===== src/rtl/for_loop_pkg.sv =====
// -----------------------------------------------------------------------------
// for_loop_pkg
// Shared types and helpers for the for_loop_counter block.
//   state_e     : controller states (IDLE, RUN, DONE)
//   loop_cfg_t  : loop configuration latched when a go request is accepted
//   loop_cond() : loop-continue test (idx < limit going up, idx > limit going
//                 down), unsigned
// The struct and helper are sized by LOOP_WIDTH / LOOP_STEP_W. The top-level
// parameter defaults follow these values, so a different width is obtained by
// changing it here.
// -----------------------------------------------------------------------------
package for_loop_pkg;

  localparam int LOOP_WIDTH  = 4;
  localparam int LOOP_STEP_W = 4;

  typedef enum logic [1:0] {
    IDLE = 2'd0,
    RUN  = 2'd1,
    DONE = 2'd2
  } state_e;

  typedef struct packed {
    logic [LOOP_WIDTH-1:0]  start;
    logic [LOOP_WIDTH-1:0]  limit;
    logic [LOOP_STEP_W-1:0] step;
    logic                   down;
    logic                   rpt;
  } loop_cfg_t;

  function automatic logic loop_cond(input logic [LOOP_WIDTH-1:0] idx,
                                     input logic [LOOP_WIDTH-1:0] limit,
                                     input logic                  down);
    return down ? (idx > limit) : (idx < limit);
  endfunction

endpackage


===== src/rtl/for_loop_counter_alu.sv =====
// -----------------------------------------------------------------------------
// loop_step_alu
// Purely combinational step unit of the loop iterator. Advances the index by
// the step magnitude in WIDTH+1 bits so that running off either end of the
// WIDTH-bit range is visible as bit WIDTH of the result.
//   idx   : current index
//   step  : unsigned step magnitude (zero-extended)
//   limit : exclusive loop bound
//   down  : 1 subtracts the step, 0 adds it
//   nxt   : low WIDTH bits of the advanced index
//   wrap  : carry (up) or borrow (down) out of WIDTH bits
//   cont  : advanced index is in range and still satisfies the loop condition
// -----------------------------------------------------------------------------
module loop_step_alu #(
  parameter int WIDTH  = 4,
  parameter int STEP_W = 4
) (
  input  logic [WIDTH-1:0]  idx,
  input  logic [STEP_W-1:0] step,
  input  logic [WIDTH-1:0]  limit,
  input  logic              down,
  output logic [WIDTH-1:0]  nxt,
  output logic              wrap,
  output logic              cont
);

  logic [WIDTH:0] step_ext;
  logic [WIDTH:0] sum;

  // Both operands are below 2**WIDTH, so an underflowing subtraction always
  // lands with bit WIDTH set, exactly like an overflowing addition.
  assign step_ext = {{(WIDTH + 1 - STEP_W){1'b0}}, step};
  assign sum      = down ? ({1'b0, idx} - step_ext) : ({1'b0, idx} + step_ext);

  assign nxt  = sum[WIDTH-1:0];
  assign wrap = sum[WIDTH];
  assign cont = !wrap && (down ? (nxt > limit) : (nxt < limit));

endmodule


===== src/rtl/for_loop_counter.sv =====
// -----------------------------------------------------------------------------
// for_loop_counter
// Hardware for-loop iterator. A go accepted in IDLE latches start/limit/step/
// direction/repeat and the block then emits one index per valid/ready beat.
// When the loop condition fails (or the index runs off the WIDTH-bit range)
// it pulses done for one cycle with the terminating index on final_value.
// Ports:
//   clk, rst          : clock, synchronous active-high reset
//   cfg_*             : loop configuration, sampled on an accepted go
//   go                : start request (IDLE only); abort cancels any state
//   out_valid/ready   : index handshake, out_value is the current index
//   busy              : not IDLE
//   done, final_value : completion pulse and terminating index (held)
//   wrapped           : with done, loop ended by carry/borrow
//   err_step          : one-cycle pulse, go rejected because step was zero
// -----------------------------------------------------------------------------
module for_loop_counter
  import for_loop_pkg::*;
#(
  parameter int WIDTH  = LOOP_WIDTH,
  parameter int STEP_W = LOOP_STEP_W
) (
  input  logic              clk,
  input  logic              rst,
  input  logic [WIDTH-1:0]  cfg_start,
  input  logic [WIDTH-1:0]  cfg_limit,
  input  logic [STEP_W-1:0] cfg_step,
  input  logic              cfg_down,
  input  logic              cfg_repeat,
  input  logic              go,
  input  logic              abort,
  output logic              out_valid,
  input  logic              out_ready,
  output logic [WIDTH-1:0]  out_value,
  output logic              busy,
  output logic              done,
  output logic [WIDTH-1:0]  final_value,
  output logic              wrapped,
  output logic              err_step
);

  state_e            state_q, state_d;
  loop_cfg_t         cfg_q, cfg_d;
  logic [WIDTH-1:0]  idx_q, idx_d;
  logic [WIDTH-1:0]  final_q, final_d;
  logic              wrapped_q, wrapped_d;
  logic              err_step_q, err_step_d;

  logic [WIDTH-1:0]  alu_nxt;
  logic              alu_wrap;
  logic              alu_cont;

  loop_step_alu #(
    .WIDTH  (WIDTH),
    .STEP_W (STEP_W)
  ) u_alu (
    .idx   (idx_q),
    .step  (cfg_q.step),
    .limit (cfg_q.limit),
    .down  (cfg_q.down),
    .nxt   (alu_nxt),
    .wrap  (alu_wrap),
    .cont  (alu_cont)
  );

  always_comb begin
    // NOTE: every signal driven here gets a default first so no path leaves
    // it unassigned, which would otherwise infer a latch.
    state_d    = state_q;
    cfg_d      = cfg_q;
    idx_d      = idx_q;
    final_d    = final_q;
    wrapped_d  = 1'b0;
    err_step_d = 1'b0;

    if (abort) begin
      state_d = IDLE;
    end else begin
      unique case (state_q)
        IDLE: begin
          if (go) begin
            if (cfg_step == '0) begin
              // A zero step would never terminate; reject it outright.
              err_step_d = 1'b1;
            end else begin
              cfg_d = '{start: cfg_start, limit: cfg_limit, step: cfg_step,
                        down: cfg_down, rpt: cfg_repeat};
              idx_d = cfg_start;
              if (loop_cond(cfg_start, cfg_limit, cfg_down)) begin
                state_d = RUN;
              end else begin
                state_d = DONE;
                final_d = cfg_start;
              end
            end
          end
        end

        RUN: begin
          if (out_ready) begin
            if (alu_wrap) begin
              state_d   = DONE;
              final_d   = alu_nxt;
              wrapped_d = 1'b1;
            end else if (!alu_cont) begin
              state_d = DONE;
              final_d = alu_nxt;
            end else begin
              idx_d = alu_nxt;
            end
          end
        end

        DONE: begin
          if (cfg_q.rpt) begin
            // Restart from the latched start; a zero-trip config stays in
            // DONE and pulses done every cycle until aborted.
            idx_d = cfg_q.start;
            if (loop_cond(cfg_q.start, cfg_q.limit, cfg_q.down)) begin
              state_d = RUN;
            end else begin
              final_d = cfg_q.start;
            end
          end else begin
            state_d = IDLE;
          end
        end

        default: state_d = IDLE;
      endcase
    end
  end

  // NOTE: sequential state uses non-blocking assignments so every flop
  // samples the pre-edge values regardless of statement order.
  always_ff @(posedge clk) begin
    if (rst) begin
      state_q    <= IDLE;
      cfg_q      <= '0;
      idx_q      <= '0;
      final_q    <= '0;
      wrapped_q  <= 1'b0;
      err_step_q <= 1'b0;
    end else begin
      state_q    <= state_d;
      cfg_q      <= cfg_d;
      idx_q      <= idx_d;
      final_q    <= final_d;
      wrapped_q  <= wrapped_d;
      err_step_q <= err_step_d;
    end
  end

  assign out_valid   = (state_q == RUN);
  assign out_value   = idx_q;
  assign busy        = (state_q != IDLE);
  assign done        = (state_q == DONE);
  assign final_value = final_q;
  // wrapped_d defaults to 0, so the flop is only ever set for a DONE cycle.
  assign wrapped     = wrapped_q;
  assign err_step    = err_step_q;

endmodule


===== config.mk =====
export PLATFORM = sky130hd
export DESIGN_NAME = for_loop_counter
export DESIGN_NICKNAME = d
export VERILOG_FILES = /design/src/rtl/for_loop_pkg.sv /design/src/rtl/for_loop_counter_alu.sv /design/src/rtl/for_loop_counter.sv
export SDC_FILE = /design/constraint.sdc
export NUM_CORES = 1
export LEC_CHECK = 0
export CAP_MARGIN = 10
export CORE_ASPECT_RATIO = 1.5
export CORE_UTILIZATION = 40
export DETAILED_ROUTE_END_ITERATION = 10
export HOLD_SLACK_MARGIN = 0.15
export PLACE_DENSITY_LB_ADDON = 0.1
export SYNTH_ARGS = -nofsm -noshare
export SYNTH_HDL_FRONTEND = slang
export SYNTH_SLANG_ARGS = --single-unit

===== constraint.sdc =====
create_clock -name clk -period 4.7 [get_ports clk]
set_input_delay 0.47 -clock clk [delete_from_list [all_inputs] [get_ports clk]]
set_output_delay 0.47 -clock clk [all_outputs]
set_load 0.02 [all_outputs]

Word-level counts from Yosys, hierarchy flattened
Index checks and enable logic that the tools add are counted.
Storage, ports and cells
  register bits after elaboration: 26
  logic and storage cells: 80
Operators by class
  add/subtract/negate cells: 2
  $lt $le $gt $ge: 6
  equal/unequal tests: 12
  multiplexer cells: 31
  bitwise gates (word level): 6
  reductions and logical operators: 13
Operators with widths (number)
  $mux 4: 14
  $pmux 4 s3: 2
  $mux 2: 8
  $gt 4x4->1: 3
  $lt 4x4->1: 3
  $ne 2x2->1 const B: 5
  $reduce_and 9->1: 1
  $reduce_and 8->1: 1
  $reduce_or 4->1: 2
  $ne 2x1->1 const B: 3
  $ne 3x2->1 const B: 2
  $not 1->1: 6
  $pmux 2 s3: 1
  $add 4x4->5: 1
  $mux 1: 5
  $mux 5: 1
  $reduce_and 5->1: 1
  $sub 4x4->5: 1
  $logic_not 4->1: 1
  $reduce_and 4->1: 1
  $reduce_bool 3->1: 1
  $eq 2x1->1 const B: 1
  $eq 2x2->1 const B: 1
  $logic_not 2->1: 1
  4 further kinds: 4

Longest topological paths before layout
Gate-level depths: netlist of run 1.
  depth after elaboration: 9
  mapped depth: 16
  mapped depth without buffers: 16

Modules after synthesis
A second synthesis of run 1 with hierarchy kept.
Second synthesis, totals
  cell total of the unflattened synthesis: 220
  area total of the unflattened synthesis: 1765.4 µm²
Modules (own cells, without submodules)
  for_loop_counter: times used 1, cells each 173, area each 1398.8 µm², sequential area each 520.5 µm²
  loop_step_alu: times used 1, cells each 47, area each 366.6 µm², sequential area each 0.0 µm²

Worst setup path before layout of run 1
OpenSTA, ideal clock, no wires.
  path kind: register to register
  start point: register cfg_q[2] in the netlist's numbering
  end point: register final_q[2], in the netlist final_value[2]
  library setup time: 0.121 ns
  arrival: 3.551 ns
  required time: 4.579 ns
  path slack: 1.028 ns
  cell stages (with the launch flop): 16
  path buffers: 0
  period minus slack after synthesis: 3.672 ns
  path through: dfxtp_1 inv_1 ha_1 mux2_2 inv_1 ha_1 nor2b_1 o21a_1 or3_1 and2_1 ha_1 a21oi_1 a21o_1 o221ai_2 a2111oi_4 mux2_4
On the way
  longest elaborated chain between the ends: 7
  elaborated cells between the ends (all ways): 14
RTL lines
  start, declared: line for_loop_counter.sv:43  | loop_cfg_t cfg_q, cfg_d;
  start signal, assigned: line for_loop_counter.sv:146  | cfg_q <= cfg_d;
  $add 4x4->5 or $sub 4x4->5 (tied branches): line for_loop_counter_alu.sv:33  | assign sum = down ? ({1'b0, idx} - step_ext) : ({1'b0, idx} + step_ext);
  $mux 5 *: line for_loop_counter_alu.sv:33
  $lt 4x4->1 or $gt 4x4->1 (tied branches): line for_loop_counter_alu.sv:37  | assign cont = !wrap && (down ? (nxt > limit) : (nxt < limit));
  $mux 1: line for_loop_counter_alu.sv:37
  $logic_and 1x1->1: line for_loop_counter_alu.sv:37
  $ne 3x2->1 (no source line)
  $reduce_and 9->1 (no source line)
  end signal, assigned: line for_loop_counter.sv:148  | final_q <= final_d;
  end, declared: line for_loop_counter.sv:45  | logic [WIDTH-1:0] final_q, final_d;
Every way passes the cells marked *; elsewhere a longest branch is shown, timed or not. The select of a mux whose other input is x is not followed.
A chain may end at the register's enable or synchronous reset.

Final worst setup path of run 1
Ends and elaborated chain as after synthesis.

==> flow_summary.toml, run 1 <==
[floorplan]
io_pins = 32
die_w_um = 56.9
fp-row-count = 29
initial_utilization = 0.423
core_mm2 = 0.00428
die_area_mm2 = 0.00480
die_y_um = 84.4

[min_path]
whs_endpoint = "cfg_q[7]$_SDFFE_PP0P_"
whs_path_depth = 2
hold_class = "flip-flop to flip-flop"
min-delay-start = "cfg_q[7]$_SDFFE_PP0P_"

[routing]
routed_wl_um = 4120
postRouteAntennaNets = 0
routed_wire_length_per_instance_um = 14.3
drt-initial-drc-count = 30
vias = 1553
viasPerCell = 5.37
drtPass1Iterations = 8
drc = 4

[sta]
setup_viol = 0
hold_ws_ns = 0.462
finalSetupTns_ns = 0
setup_slack_ns = 0.801
finalCritPeriodShare = 0.830
rsz0062_at_grt = "no"
fin_crit_ns = 3.90
max_freq_mhz = 256
slew_violations = 0
worst_pin_slew_ns = 0.483
skew_ns = 0.00460
max-slew-margin-rel = 0.677
hold_viol = 0

[setup_path]
start_kind = "flip-flop"
cp_common_cell = "ha_1"
cp_cell_sequence = "inv_1, ha_1, mux2_2, inv_1, ha_1, nor2b_1, o21a_1, or3_1, and2_1, ha_1, a21oi_1, a21o_1, o221ai_2, a2111oi_4, mux2_4"
critPathKind = "flip-flop to flip-flop"
slowest_stage = "a2111oi_4"
rr_worst_depth = 15
rr_startpoint = "cfg_q[2]$_SDFFE_PP0P_"
critical_path_required_ns = 4.87
worstPathArrival_ns = 4.06
crit_path_end_kind = "flip-flop"
cp_max_fo = 4
r2r_end = "final_value[2]$_SDFFE_PP0P_"
slowest_delay_ns = 0.56
rrSetupSlack_ns = 0.80

[logic_synthesis]
syn_avg_cell_area_um2 = 8.42
synth_nets = 256
ys_ff_latch = 26
async_flop_share = 0
yosysWarnings = 0
yosys_most_used_dff = "dfxtp_1"
synth_cell_types = 45
synth-edff-count = 0
ys_seq_area_frac = 0.288
netlist_instances = 215
netlist_area_mm2 = 0.00181

[grt]
grt_pass1_wl_um = 7010
grt_max_degree = 30
grt-ovfl-total = 0
grt_pass1_vias = 1531
track_usage = 0.185
antenna_found_initial = 0

[clock_tree]
htreeDepth = 1
clockBufferDepth = 2
clkLatencyLatePin_ns = 0.27
cts_tree = "done"
cts_hold_buf = 0
clock-sinks = 26
numCtsBuffers = 3
cts_setup_buffers = 0
cts_resized = 0
clkSlewWorstSetupHoldPaths_ns = 0.10
cts_root_buffer = "clkbuf_8"

[power]
intPower_mw = 0.447
pwr-share-comb = 0.422
leakage_nw = 0.858
worst_ir_drop_vdd_mv = 0.132
clkPwrFrac = 0.215
p_seq_frac = 0.363
cellPowerDensity_mw_per_mm2 = 311
p_sw_frac = 0.349
switchingPower_mw = 0.239

[final_layout]
nNetsFinal = 285
drive_gt1_frac = 0.0700
n_antenna_cell = 0
syn2layout_area_growth_pct = 22.1

[status]
violations = "DRC"
status = "finished, violations left"

[place]
dp_hpwl_um = 3320
dp_slack_ns = 0.811
portBuffers = 31
gp_congestion = 0.814

[flow_run]
drv_cap = 0
==> cells by family after synthesis <==
logic type | Yosys count | share of synthesized area
xor gates and xnor gates | 5 | 0.0284
buffers and inverters | 27 | 0.0560
AOI/OAI and AO/OA | 46 | 0.191
adders and majority gates | 22 | 0.156
DFF | 26 | 0.288
muxes | 10 | 0.0629
and+or+nand+nor | 79 | 0.218
==> cell usage in the layout (no fill, tap or decap), drive strengths merged, types with 3 or more instances in the layout <==
cell           synthesis  layout
nand2b                 6       6
nor2                  16      16
mux2                   5       5
nand2                 30      30
dfxtp                 26      26
clkdlybuf4s50          0      31
clkbuf                 7       4
a21oi                 18      18
xnor2                  5       5
a22oi                  5       5
nand4                  3       3
o211ai                 4       4
inv                   19      19
mux2i                  5       5
nor2b                  9       9
and2                   3       3
a21o                   3       3
a211oi                 3       3
nand3b                 3       3
ha                    21      21
==> critical path: cells and delay by family, from the launching register on <==
kind | cells | cell delay, ns
compound gates | 5 | 1.24
fa+ha+maj | 3 | 0.80
buf+inv | 2 | 0.13
flops | 1 | 0.39
mux | 2 | 0.62
simple gates | 3 | 0.62
==> routing by layer <==
layer | global-route usage | routed length, um | share of wire
met1 | 0.222 | 1850 | 0.45
met2 | 0.340 | 2140 | 0.52
met3 | 0.0216 | 67 | 0.016
met4 | 0.0510 | 72 | 0.017
met5 | 0 | 0 | 0
==> power by group through the flow <==
stage	Sequential, mW	Clock (mW)	Combinational, mW
2_1_floorplan	0.260	0	0.202
3_3_place_gp	0.254	0	0.291
3_5_place_dp	0.255	0	0.290
4_1_cts	0.250	0.150	0.293
5_1_grt	0.252	0.159	0.320
6_report	0.249	0.148	0.289
==> sequential cells by signal, summed over array words and instances, names as in the netlist <==
signal	cells
cfg_q	14
final_value	4
out_value	4
state_q	2
err_step	1
wrapped	1
==> through the flow <==
| stage | cells | util | power [mW] | cell area [um2] |
|---|---|---|---|---|
| after floorplan | 215 | - | 0.462 | 1810 |
| final | 289 | 0.516 | 0.687 | 2210 |
| after global routing | 289 | 0.516 | 0.731 | 2210 |
| after detailed placement | 285 | 0.503 | 0.545 | 2150 |
| after global placement | 285 | 0.503 | 0.545 | 2150 |
| after CTS | 289 | 0.516 | 0.692 | 2210 |
==> final cells by class <==
class                      instances  area (um2)
tap                               46        57.6
multi-input combinational        162        1190
clock buffer                       4        55.1
timing repair buffer              32         318
sequential                        26         520
fill                             429        2070
inverter                          19        71.3
==> worst max-delay path by stage <==
stage	from	end	slack (ns)	depth (start not counted)
floorplan	cfg_q[2]$_SDFFE_PP0P_	final_value[2]$_SDFFE_PP0P_	1.03	15
global placement	cfg_q[2]$_SDFFE_PP0P_	final_value[3]$_SDFFE_PP0P_	0.87	15
detailed placement	cfg_q[2]$_SDFFE_PP0P_	final_value[2]$_SDFFE_PP0P_	0.81	15
CTS	cfg_q[2]$_SDFFE_PP0P_	final_value[3]$_SDFFE_PP0P_	0.79	15
global route	cfg_q[2]$_SDFFE_PP0P_	final_value[3]$_SDFFE_PP0P_	0.58	15
finish	cfg_q[2]$_SDFFE_PP0P_	final_value[2]$_SDFFE_PP0P_	0.80	15
==> synth_stat cells (2+ instances only) <==
cell type,number,share of area
a211oi_1,3,0.012
a21o_1,3,0.012
a21oi_1,16,0.044
a21oi_2,2,0.0097
a22oi_1,5,0.021
and2_1,3,0.010
clkbuf_1,7,0.015
dfxtp_1,26,0.29
ha_1,21,0.15
inv_1,19,0.039
mux2_1,2,0.012
mux2_4,2,0.017
mux2i_1,5,0.028
nand2_1,30,0.062
nand2b_1,6,0.021
nand3b_1,3,0.012
nand4_1,3,0.010
nor2_1,16,0.033
nor2b_1,9,0.031
nor4_1,2,0.0069
o211ai_1,4,0.017
or4_4,2,0.012
xnor2_1,4,0.019
(Power assumes the default switching activity.)
==> run 2: changes to the inputs <==
Clock period 4.7 ns to 3.55 ns, I/O delays scaled along.
==> flow_summary.toml, run 2 (synthesis gave the netlist of run 1 again) <==
[status]
status = "finished, violations left"
violations = "DRC"

[setup_path]
crit_cells = 16
crit_start = "cfg_q[3]$_SDFFE_PP0P_"
crit_family = "compound AO/OA/AOI/OAI gates"
cp_cell_sequence = "inv_2, ha_4, mux2_4, inv_2, ha_4, nor2b_1, o21a_1, or3_4, and2_4, ha_4, a21oi_2, a21o_1, o221ai_4, a2111oi_4, buf_4, mux2i_1"
critical_path_required_ns = 3.76
critPathCapture = "final_value[1]$_SDFFE_PP0P_"
start_kind = "flip-flop"
r2r_end = "final_value[1]$_SDFFE_PP0P_"
critPathKind = "flip-flop to flip-flop"
rr_worst_depth = 16
cp_max_fo = 3
rrSetupSlack_ns = 0.02
path_buf_inv = 3
crit_path_end_kind = "flip-flop"
slowest_stage = "a2111oi_4"
cp_common_cell = "ha_4"
worstPathArrival_ns = 3.73
rr_startpoint = "cfg_q[3]$_SDFFE_PP0P_"
slowest_delay_ns = 0.43

[grt]
track_usage = 0.201
antenna_found_initial = 0
grt_pass1_wl_um = 7580
grt-ovfl-total = 0
grt_pass1_vias = 1607
grt_max_degree = 21

[sta]
rsz0062_at_grt = "yes"
hold_viol = 0
max_freq_mhz = 284
max-slew-margin-rel = 0.664
finalCritPeriodShare = 0.994
fin_crit_ns = 3.53
setup_viol = 0
slew_violations = 0
worst_pin_slew_ns = 0.504
hold_ws_ns = 0.466
skew_ns = 0.00306

[routing]
vias = 1580
postRouteAntennaNets = 0
viasPerCell = 5.32
drt-initial-drc-count = 66
drtPass1Iterations = 7
routed_wire_length_per_instance_um = 14.7
drc = 4
routed_wl_um = 4370

[final_layout]
nNetsFinal = 293
syn2layout_area_growth_pct = 29.1
n_antenna_cell = 0
final_common_cell = "clkdlybuf4s50_1"
largest_reg_flops = 14
drive_gt1_frac = 0.143
stdcell_count = 297
post-route-util = 0.546
final_cell_mix = "clkdlybuf4s50_1, nand2_1, dfxtp_1, ha_1"
largest-register = "cfg_q"

[floorplan]
die_w_um = 56.9
die_y_um = 84.4
fp-row-count = 29
initial_utilization = 0.423
die_area_mm2 = 0.00480
core_mm2 = 0.00428
io_pins = 32

[clock_tree]
clkLatencyLatePin_ns = 0.27
htreeDepth = 1
clockBufferDepth = 2
numCtsBuffers = 3
cts_tree = "done"
cts_root_buffer = "clkbuf_8"
cts_hold_buf = 0
clock-sinks = 26
clkSlewWorstSetupHoldPaths_ns = 0.09

[place]
portBuffers = 31
dp_cells = 290
gp_congestion = 0.852
dp_hpwl_um = 3450

[flow_run]
drv_cap = 0

[power]
leakage_nw = 0.909
worst_ir_drop_vdd_mv = 0.198
cellPowerDensity_mw_per_mm2 = 419
power_mw = 0.979

[min_path]
whs_path_depth = 2
hold_class = "flip-flop to flip-flop"
==> run 2: cell count changes in the layout (fill, tap and decap cells not counted), moves of 2 or more <==
cell	delta
dfxtp_1	-2
dfxtp_2	+2
inv_2	+3
ha_4	+3
buf_4	+8
ha_1	-3
inv_1	-3
==> run 2: worst reg2reg max path: stages, from the launching register on <==
cell and delay [ns]:
dfxtp_2 0.34, inv_2 0.04, ha_4 0.22, mux2_4 0.27, inv_2 0.07, ha_4 0.18
nor2b_1 0.12, o21a_1 0.19, or3_4 0.36, and2_4 0.17, ha_4 0.24, a21oi_2 0.14
a21o_1 0.19, o221ai_4 0.13, a2111oi_4 0.43, buf_4 0.20, mux2i_1 0.17
==> run 2: worst min path at each step <==
| stage | startpoint | to | slack (ns) |
|---|---|---|---|
| 2_1_floorplan | abort | err_step$_SDFF_PP0_ | 0.43 |
| 3_3_place_gp | cfg_q[8]$_SDFFE_PP0P_ | cfg_q[8]$_SDFFE_PP0P_ | 0.45 |
| 3_5_place_dp | cfg_q[8]$_SDFFE_PP0P_ | cfg_q[8]$_SDFFE_PP0P_ | 0.45 |
| 4_1_cts | cfg_q[8]$_SDFFE_PP0P_ | cfg_q[8]$_SDFFE_PP0P_ | 0.47 |
| 5_1_grt | cfg_q[7]$_SDFFE_PP0P_ | cfg_q[7]$_SDFFE_PP0P_ | 0.49 |
| 6_report | cfg_q[7]$_SDFFE_PP0P_ | cfg_q[7]$_SDFFE_PP0P_ | 0.47 |
==> run 2: metal layers <==
| layer | GRT usage | routed length (um) | vias up |
|---|---|---|---|
| li1 | - | - | 818 |
| met1 | 0.238 | 1890 | 733 |
| met2 | 0.378 | 2340 | 25 |
| met3 | 0.0185 | 95 | 4 |
| met4 | 0.0488 | 40 | 0 |
| met5 | 0 | 0 | - |
==> run 2: layout make-up <==
cell class | instances | area [um2]
Fill cell | 429 | 1950
Multi-Input combinational cell | 162 | 1250
Sequential cell | 26 | 523
Timing Repair Buffer | 40 | 378
Inverter | 19 | 71.3
Tap cell | 46 | 57.6
Clock buffer | 4 | 55.1
==> run 2: timing repair <==
action,CTS,global route
endpoints found under the setup margin,4,7
resized for setup,10,1
cloned,0,0
setup buffers,2,1
pin swaps,10,2
==> run 2: through the flow <==
| stage | setup TNS (ns) | setup WS (ns) | cell area [um2] |
|---|---|---|---|
| after floorplan | 0 | 0.0122 | 1830 |
| after global placement | 0 | 0.0446 | 2210 |
| after detailed placement | -0.0728 | -0.0234 | 2210 |
| after CTS | -0.0460 | -0.0191 | 2320 |
| after global routing | -0.401 | -0.107 | 2340 |
| final | 0 | 0.0230 | 2340 |
==> run 2: power by group <==
group	internal (mW)	switching, mW	total, mW
clock	0.0993	0.0976	0.197
sequential	0.313	0.0168	0.329
combinational	0.223	0.230	0.453
total	0.635	0.345	0.979
==> run 3: changes to the inputs <==
Settings changed: CORE_UTILIZATION 40 to 45.
==> flow_summary.toml, run 3 (synthesis gave the netlist of run 1 again) <==
[final_layout]
drive_gt1_frac = 0.157
final_cell_mix = "clkdlybuf4s50_1, nand2_1, dfxtp_1, ha_1, inv_1"
largest_reg_flops = 14
largest-register = "cfg_q"
fin_area_mm2 = 0.00236
nNetsFinal = 296
fill_cells = 356
n_antenna_cell = 0
post-route-util = 0.630
final_common_cell = "clkdlybuf4s50_1"
multi_input_area_mm2 = 0.00126
seq_area_um2 = 523
syn2layout_area_growth_pct = 30.6

[grt]
busiest_layer = "met2"
track_usage = 0.224
grt-ovfl-total = 0
grt_max_degree = 20
use_met3 = 0.0286
antenna_found_initial = 0
use_met2 = 0.384
grt_pass1_vias = 1508
grt_pass1_wl_um = 6990
use_met1 = 0.270

[routing]
viasPerCell = 5.42
drtPass1Iterations = 4
postRouteAntennaNets = 0
drc = 0
routed_wl_um = 4340
drt-initial-drc-count = 39
routed_wire_length_per_instance_um = 14.6
vias = 1609

[sta]
finalCritPeriodShare = 0.986
skew_ns = 0.00615
hold_viol = 0
finalSetupTns_ns = 0
max-slew-margin-rel = 0.652
worst_pin_slew_ns = 0.519
slew_violations = 0
fin_crit_ns = 3.50
rsz0062_at_grt = "yes"
setup_viol = 0
max_freq_mhz = 286

[clock_tree]
cts_tree = "done"
cts_root_buffer = "clkbuf_8"
numCtsBuffers = 3
clkLatencyLatePin_ns = 0.28
clkSlewWorstSetupHoldPaths_ns = 0.10
clock-sinks = 26
clockBufferDepth = 2
htreeDepth = 1
cts_hold_buf = 0

[setup_path]
start_kind = "flip-flop"
worstPathArrival_ns = 3.67
critPathKind = "flip-flop to flip-flop"
path_buf_inv = 2
crit_family = "compound AO/OA/AOI/OAI gates"
slowest_stage = "a2111oi_4"
critical_path_required_ns = 3.72
cp_max_fo = 3
crit_path_end_kind = "flip-flop"
cp_cell_sequence = "inv_2, ha_4, mux2_4, inv_2, ha_4, nor2b_1, o21a_1, or3_4, and2_4, ha_4, nand4_1, nand2_1, a21o_1, o221ai_4, a2111oi_4, mux2_4"
cp_common_cell = "ha_4"
slowest_delay_ns = 0.43

[power]
pwr-share-comb = 0.472
cellPowerDensity_mw_per_mm2 = 423
power_mw = 0.999
intPower_mw = 0.646
worst_ir_drop_vdd_mv = 0.246
clkPwrFrac = 0.199
p_seq_frac = 0.329
switchingPower_mw = 0.353
p_sw_frac = 0.353
leakage_nw = 0.927

[floorplan]
fp-row-count = 27
core_mm2 = 0.00375
die_w_um = 53.8
die_y_um = 79.7
io_pins = 32
initial_utilization = 0.482
die_area_mm2 = 0.00428

[status]
status = "complete, no violations"

[place]
portBuffers = 31
gp_congestion = 0.784
dp_hpwl_um = 3320
place_area_mm2 = 0.00220

[flow_run]
drv_cap = 0

[min_path]
hold_class = "flip-flop to flip-flop"
[run 3: changes by cell type in the layout (fill, tap and decap cells not counted), sizes merged]
| cell | delta |
|---|---|
| buf | +3 |
[run 3: area by class of cell]
class                      count  share of cell area
inverter                      19              0.0302
clock buffer                   4              0.0233
timing repair buffer          43               0.169
sequential                    26               0.221
multi-input combinational    162               0.533
tap                           43              0.0228
[run 3: what timing repair did]
action / in CTS / in global routing
endpoints found under the setup margin: 4 / 7
resized for setup: 7 / 5
buffers inserted: 3 / 3
pin swaps: 10 / 6
[run 3: final timing paths]
check,start,endpoint,slack [ns],depth (start not counted)
worst min register to register,cfg_q[7]$_SDFFE_PP0P_,cfg_q[7]$_SDFFE_PP0P_,0.46,2
worst max-delay path,cfg_q[3]$_SDFFE_PP0P_,final_value[3]$_SDFFE_PP0P_,0.05,16
worst max register to register,cfg_q[3]$_SDFFE_PP0P_,final_value[3]$_SDFFE_PP0P_,0.05,16
worst min-delay path,cfg_q[7]$_SDFFE_PP0P_,cfg_q[7]$_SDFFE_PP0P_,0.46,2
[run 3: metal layers]
layer  vias up  part of all wire
met1       735              0.43
met4         0             0.029
met5         -                 0
met2        38              0.51
met3        10             0.029
li1        826                 -
[run 3: power by group through the flow]
stage	registers (mW)	clock network [mW]	logic, mW
after floorplan	0.344	0	0.286
after global placement	0.335	0	0.411
after detailed placement	0.335	0	0.417
after CTS	0.328	0.202	0.437
after global routing	0.332	0.212	0.519
final	0.329	0.199	0.471
[run 3: through the flow]
step                instances  hold slack, ns  worst slack (ns)
floorplan                 215           0.432            0.0122
global placement          287           0.445            0.0482
detailed placement        287           0.448          -0.00965
CTS                       294           0.461           0.00349
global route              297           0.480            -0.110
finish                    297           0.461            0.0492
[run 3: worst register-to-register path, cell delays in order, from the launching register on]
cell       delay, ns
dfxtp_2         0.34
inv_2           0.04
ha_4            0.22
mux2_4          0.28
inv_2           0.07
ha_4            0.18
nor2b_1         0.12
o21a_1          0.18
or3_4           0.33
and2_4          0.17
ha_4            0.27
nand4_1         0.08
nand2_1         0.08
a21o_1          0.14
o221ai_4        0.12
a2111oi_4       0.43
mux2_4          0.33
==> RTL edit 1: new RTL, flow settings as in run 1 <==
The package constant `LOOP_WIDTH` goes from 4 to 3.
--- a/src/rtl/for_loop_pkg.sv
+++ b/src/rtl/for_loop_pkg.sv
@@ -11,7 +11,7 @@
 // -----------------------------------------------------------------------------
 package for_loop_pkg;
 
-  localparam int LOOP_WIDTH  = 4;
+  localparam int LOOP_WIDTH  = 3;
   localparam int LOOP_STEP_W = 4;
 
   typedef enum logic [1:0] {
Ports: changed (resized cfg_limit, cfg_start, final_value and out_value); port bits go from 32 to 28. The function was not compared with the original's and may differ.
==> RTL edit 1 against run 1 <==
Non-clock buffer count shrank 4. Combinational power shrank 23%. Sequential cell count shrank 4. Total power shrank 17%. Synthesized area shrank 14%. Synthesized cell count shrank 13%. Routed wire length shrank 6.5%. Final area shrank 13%. Fmax grew 13%. Worst setup slack gained 0.46 ns.
==> RTL edit 1: results (changes against run 1) <==
* Slew margin rel. at 38.2% (-30 points)
* Worst VDD drop at 0.000138 V (+4.5%)
* Met2 Usage GRT at 37.7% (+3.7 points)
* Share of cells above drive strength 1 at 6.54% (-0.45 points)
* Number of vias per cell at 5.62 (+4.6%)
* CP arrival at 3.60 ns (-0.46 ns)
* Worst-path clk slew at 0.08 ns (-0.02 ns)
* Vias in the first global route at 1406 (-8.2%)
* Overall Global Routing Usage at 21.0% (+2.5 points)
* Largest net degree at the start of global routing at 27 (-10%)
* Routed length on met2 at 2060 um (-3.5%)
* Post-synthesis adder-cell area fraction at 14.9% (-0.70 points)
* M3 GR Usage at 2.71% (+0.56 points)
* Seq/Total Area, Yosys at 28.3% (-0.52 points)
* Compound-Gate Fraction of Synth Area at 19.6% (+0.50 points)
* GP Congestion at 0.853 (+4.8%)
* First-pass GRT wire length at 6420 um (-8.4%)
* Status: finished, final reports clean
* Nets at 250 (-12%)
* Multiplexer area fraction after synthesis at 6.26% (-0.033 points)
* WHS Endpoint: cfg_q[8]
* Largest register FFs at 12 (-2)
* Crit path max-delay family: adder cells
* DP HPWL at 3090 um (-7.0%)
* CP max stage delay at 0.41 ns (-0.15 ns)
* Worst r2r path cells at 11 (-4)
* DP Area at 1870 um^2 (-13%)
* Synth Area in XOR/XNOR at 1.69% (-1.2 points)
* CP Max Fanout at 5 (+1)
* Synth cell count leaders: dfxtp_1 (22), nand2_1 (21), nor2_1 (18), ha_1 (17), inv_1 (17)
* Pre-Repair DR Iteration Count at 4 (-4)
* Synth cell types at 46 (+2.2%)
* Met1 WL at 1560 um (-15%)
* Syn_nets at 223 (-13%)
* Final min period at 3.44 ns (-0.463 ns)
## RTL edit 1: changes by cell type in the layout (fill, tap and decap cells not counted), moves of 3 or more
cell             delta
and3_1              +3
o211ai_1            -3
nor2b_1             -7
nand2_1             -9
ha_1                -4
clkdlybuf4s50_1     -4
dfxtp_1             -4
a21oi_1             -3
nand4_1             -3
## RTL edit 1: final cells by class
class | instances | area, um^2
fillers | 359 | 1760
multi-input cells | 143 | 1030
flip-flops and latches | 22 | 440
repair buffers | 28 | 278
inverters | 17 | 63.8
clock buffers | 4 | 55.1
well taps | 43 | 53.8
## RTL edit 1: through the flow
step / power (uW) / cells
after floorplan: 367 / 188
after global placement: 430 / 253
after detailed placement: 436 / 253
after CTS: 576 / 257
after global routing: 614 / 257
final: 572 / 257
## RTL edit 1: power by group
part           internal [uW]  switching, uW  leakage, uW
Clock                   74.8           65.2    0.0000288
Sequential               199           11.4     0.000179
Combinational            105            117     0.000607
==> RTL edit 2: new RTL, flow settings as in run 1 <==
Made on the original files. Reset style: asynchronous (`rst`), changed in one clocked block. Comments in the files are not updated.
--- a/src/rtl/for_loop_counter.sv
+++ b/src/rtl/for_loop_counter.sv
@@ -133,7 +133,7 @@
 
   // NOTE: sequential state uses non-blocking assignments so every flop
   // samples the pre-edge values regardless of statement order.
-  always_ff @(posedge clk) begin
+  always_ff @(posedge clk or posedge rst) begin
     if (rst) begin
       state_q    <= IDLE;
       cfg_q      <= '0;
Behaviour: differs if rst is asserted again (counterexample within 4 cycles, from zero or initial values and one cycle with rst high); with rst held inactive, the same outputs for 4 cycles.
==> RTL edit 2 against run 1 <==
Sequential cell count is the same. Highest routed layer unchanged. Utilization grew 0.18 points. Worst setup slack worse by 0.011 ns. Via count decreased by 3.3%. Sequential share of layout area increased by 6.0 points. First-iteration DRC count is 140% higher. Final area fell by 0.51%. Routed wire length up 6.5%. Synthesized area decreased by 0.97%.
Power is not compared: it rests on default switching activity, and its combinational part moved more than twofold at a synthesized area within 25%.
==> RTL edit 2: results (changes against run 1) <==
* Largest cells by area after synthesis: dfrtp_1 (36%), ha_1 (15%), nand2_1 (7.1%)
* Slew margin rel. at 32.2% (-35 points)
* Ys flop type: dfrtp_1
* Initial drt markers at 73 (+140%)
* Overall Global Routing Usage at 20.1% (+1.6 points)
* Vias in the first global route at 1582 (+3.3%)
* Share of cells above drive strength 1 at 8.44% (+1.4 points)
* Status: finished, final reports clean
* WL met3 at 132 um (+97%)
* Met1 WL at 1800 um (-2.5%)
* Synth Area in XOR/XNOR at 2.44% (-0.39 points)
* Routed length on met2 at 2310 um (+8.3%)
* Synth Area per Inst at 9.24 um^2 (+9.8%)
* Worst-path clk slew at 0.09 ns
* Wirelength per Cell at 16.2 um (+14%)
* M3 GR Usage at 2.33% (+0.17 points)
* DP Area at 2140 um^2 (-0.52%)
* DRT Wirelength at 4390 um (+6.5%)
* Number of vias per cell at 5.54 (+3.1%)
* Clock Skew at 0.00295 ns (-0.00165 ns)
* Largest net degree at the start of global routing at 27 (-10%)
* Post-synthesis adder-cell area fraction at 15.8% (+0.15 points)
* Pre-Repair DR Iteration Count at 4 (-4)
* DP HPWL at 3570 um (+7.5%)
* Synth cell count leaders: nand2_1 (34), dfrtp_1 (26), ha_1 (21), inv_1 (21), a21oi_1 (11)
* Multiplexer area fraction after synthesis at 6.84% (+0.55 points)
* Post-synth ARST share at 100% (+100 points)
* Met1 Use GR at 23.5% (+1.3 points)
* Placed instance count at 267 (-6.3%)
* First-pass GRT wire length at 7400 um (+5.5%)
* CP arrival at 4.08 ns (+0.02 ns)
* GP Congestion at 0.871 (+7.0%)
* Seq/Total Area, Yosys at 36.3% (+7.5 points)
* Compound-Gate Fraction of Synth Area at 15.2% (-3.9 points)
* Dpl ws at 0.827 ns (+0.0162 ns)
* Syn_nets at 235 (-8.2%)
* Biggest register: cfg_q
RTL edit 2: kinds of logic (layout without fill, tap and decap cells):
logic type / Yosys count / count (layout)
and+or+nand+nor: 67 / 67
DFF: 26 / 26
muxes: 11 / 11
buffers and inverters: 25 / 56
xor gates and xnor gates: 5 / 5
AOI/OAI and AO/OA: 38 / 38
adders and majority gates: 22 / 22
RTL edit 2: worst max-delay path, stage by stage, from the launching register on:
cell and delay (ns):
dfrtp_1 0.38, inv_1 0.06, ha_1 0.29, mux2_2 0.28
inv_1 0.06, ha_1 0.21, nor2b_1 0.13, o21a_1 0.17
or3_1 0.32, and2_1 0.17, ha_1 0.31, a21oi_1 0.19
a21oi_1 0.10, o2bb2ai_1 0.21, a2111oi_4 0.51, mux2_2 0.39
RTL edit 2: layout make-up:
type	count	area, um^2
Clock buffer	4	55.1
Sequential cell	26	651
Timing Repair Buffer	31	310
Fill cell	415	2050
Multi-Input combinational cell	143	1050
Tap cell	46	57.6
Inverter	21	78.8
RTL edit 2: path summary, 6_finish.rpt:
check | cells after the start | start | to | slack, ns
min in group asynchronous | 2 | rst | cfg_q[11] | 0.73
hold reg to reg | 1 | final_value[3] | final_value[3] | 0.52
setup / recovery | 15 | cfg_q[2] | final_value[1] | 0.79
max in group asynchronous | 2 | rst | cfg_q[8] | 3.36
setup reg to reg | 15 | cfg_q[2] | final_value[1] | 0.79
hold / removal | 1 | final_value[3] | final_value[3] | 0.52
RTL edit 2: power by group:
| group | internal, uW | switching (uW) | leakage (uW) |
|---|---|---|---|
| combinational | 574 | 712 | 0.000654 |
| sequential | 325 | 87.6 | 0.000323 |
| clock | 75.1 | 75.3 | 0.0000288 |
| total | 973 | 875 | 0.00101 |
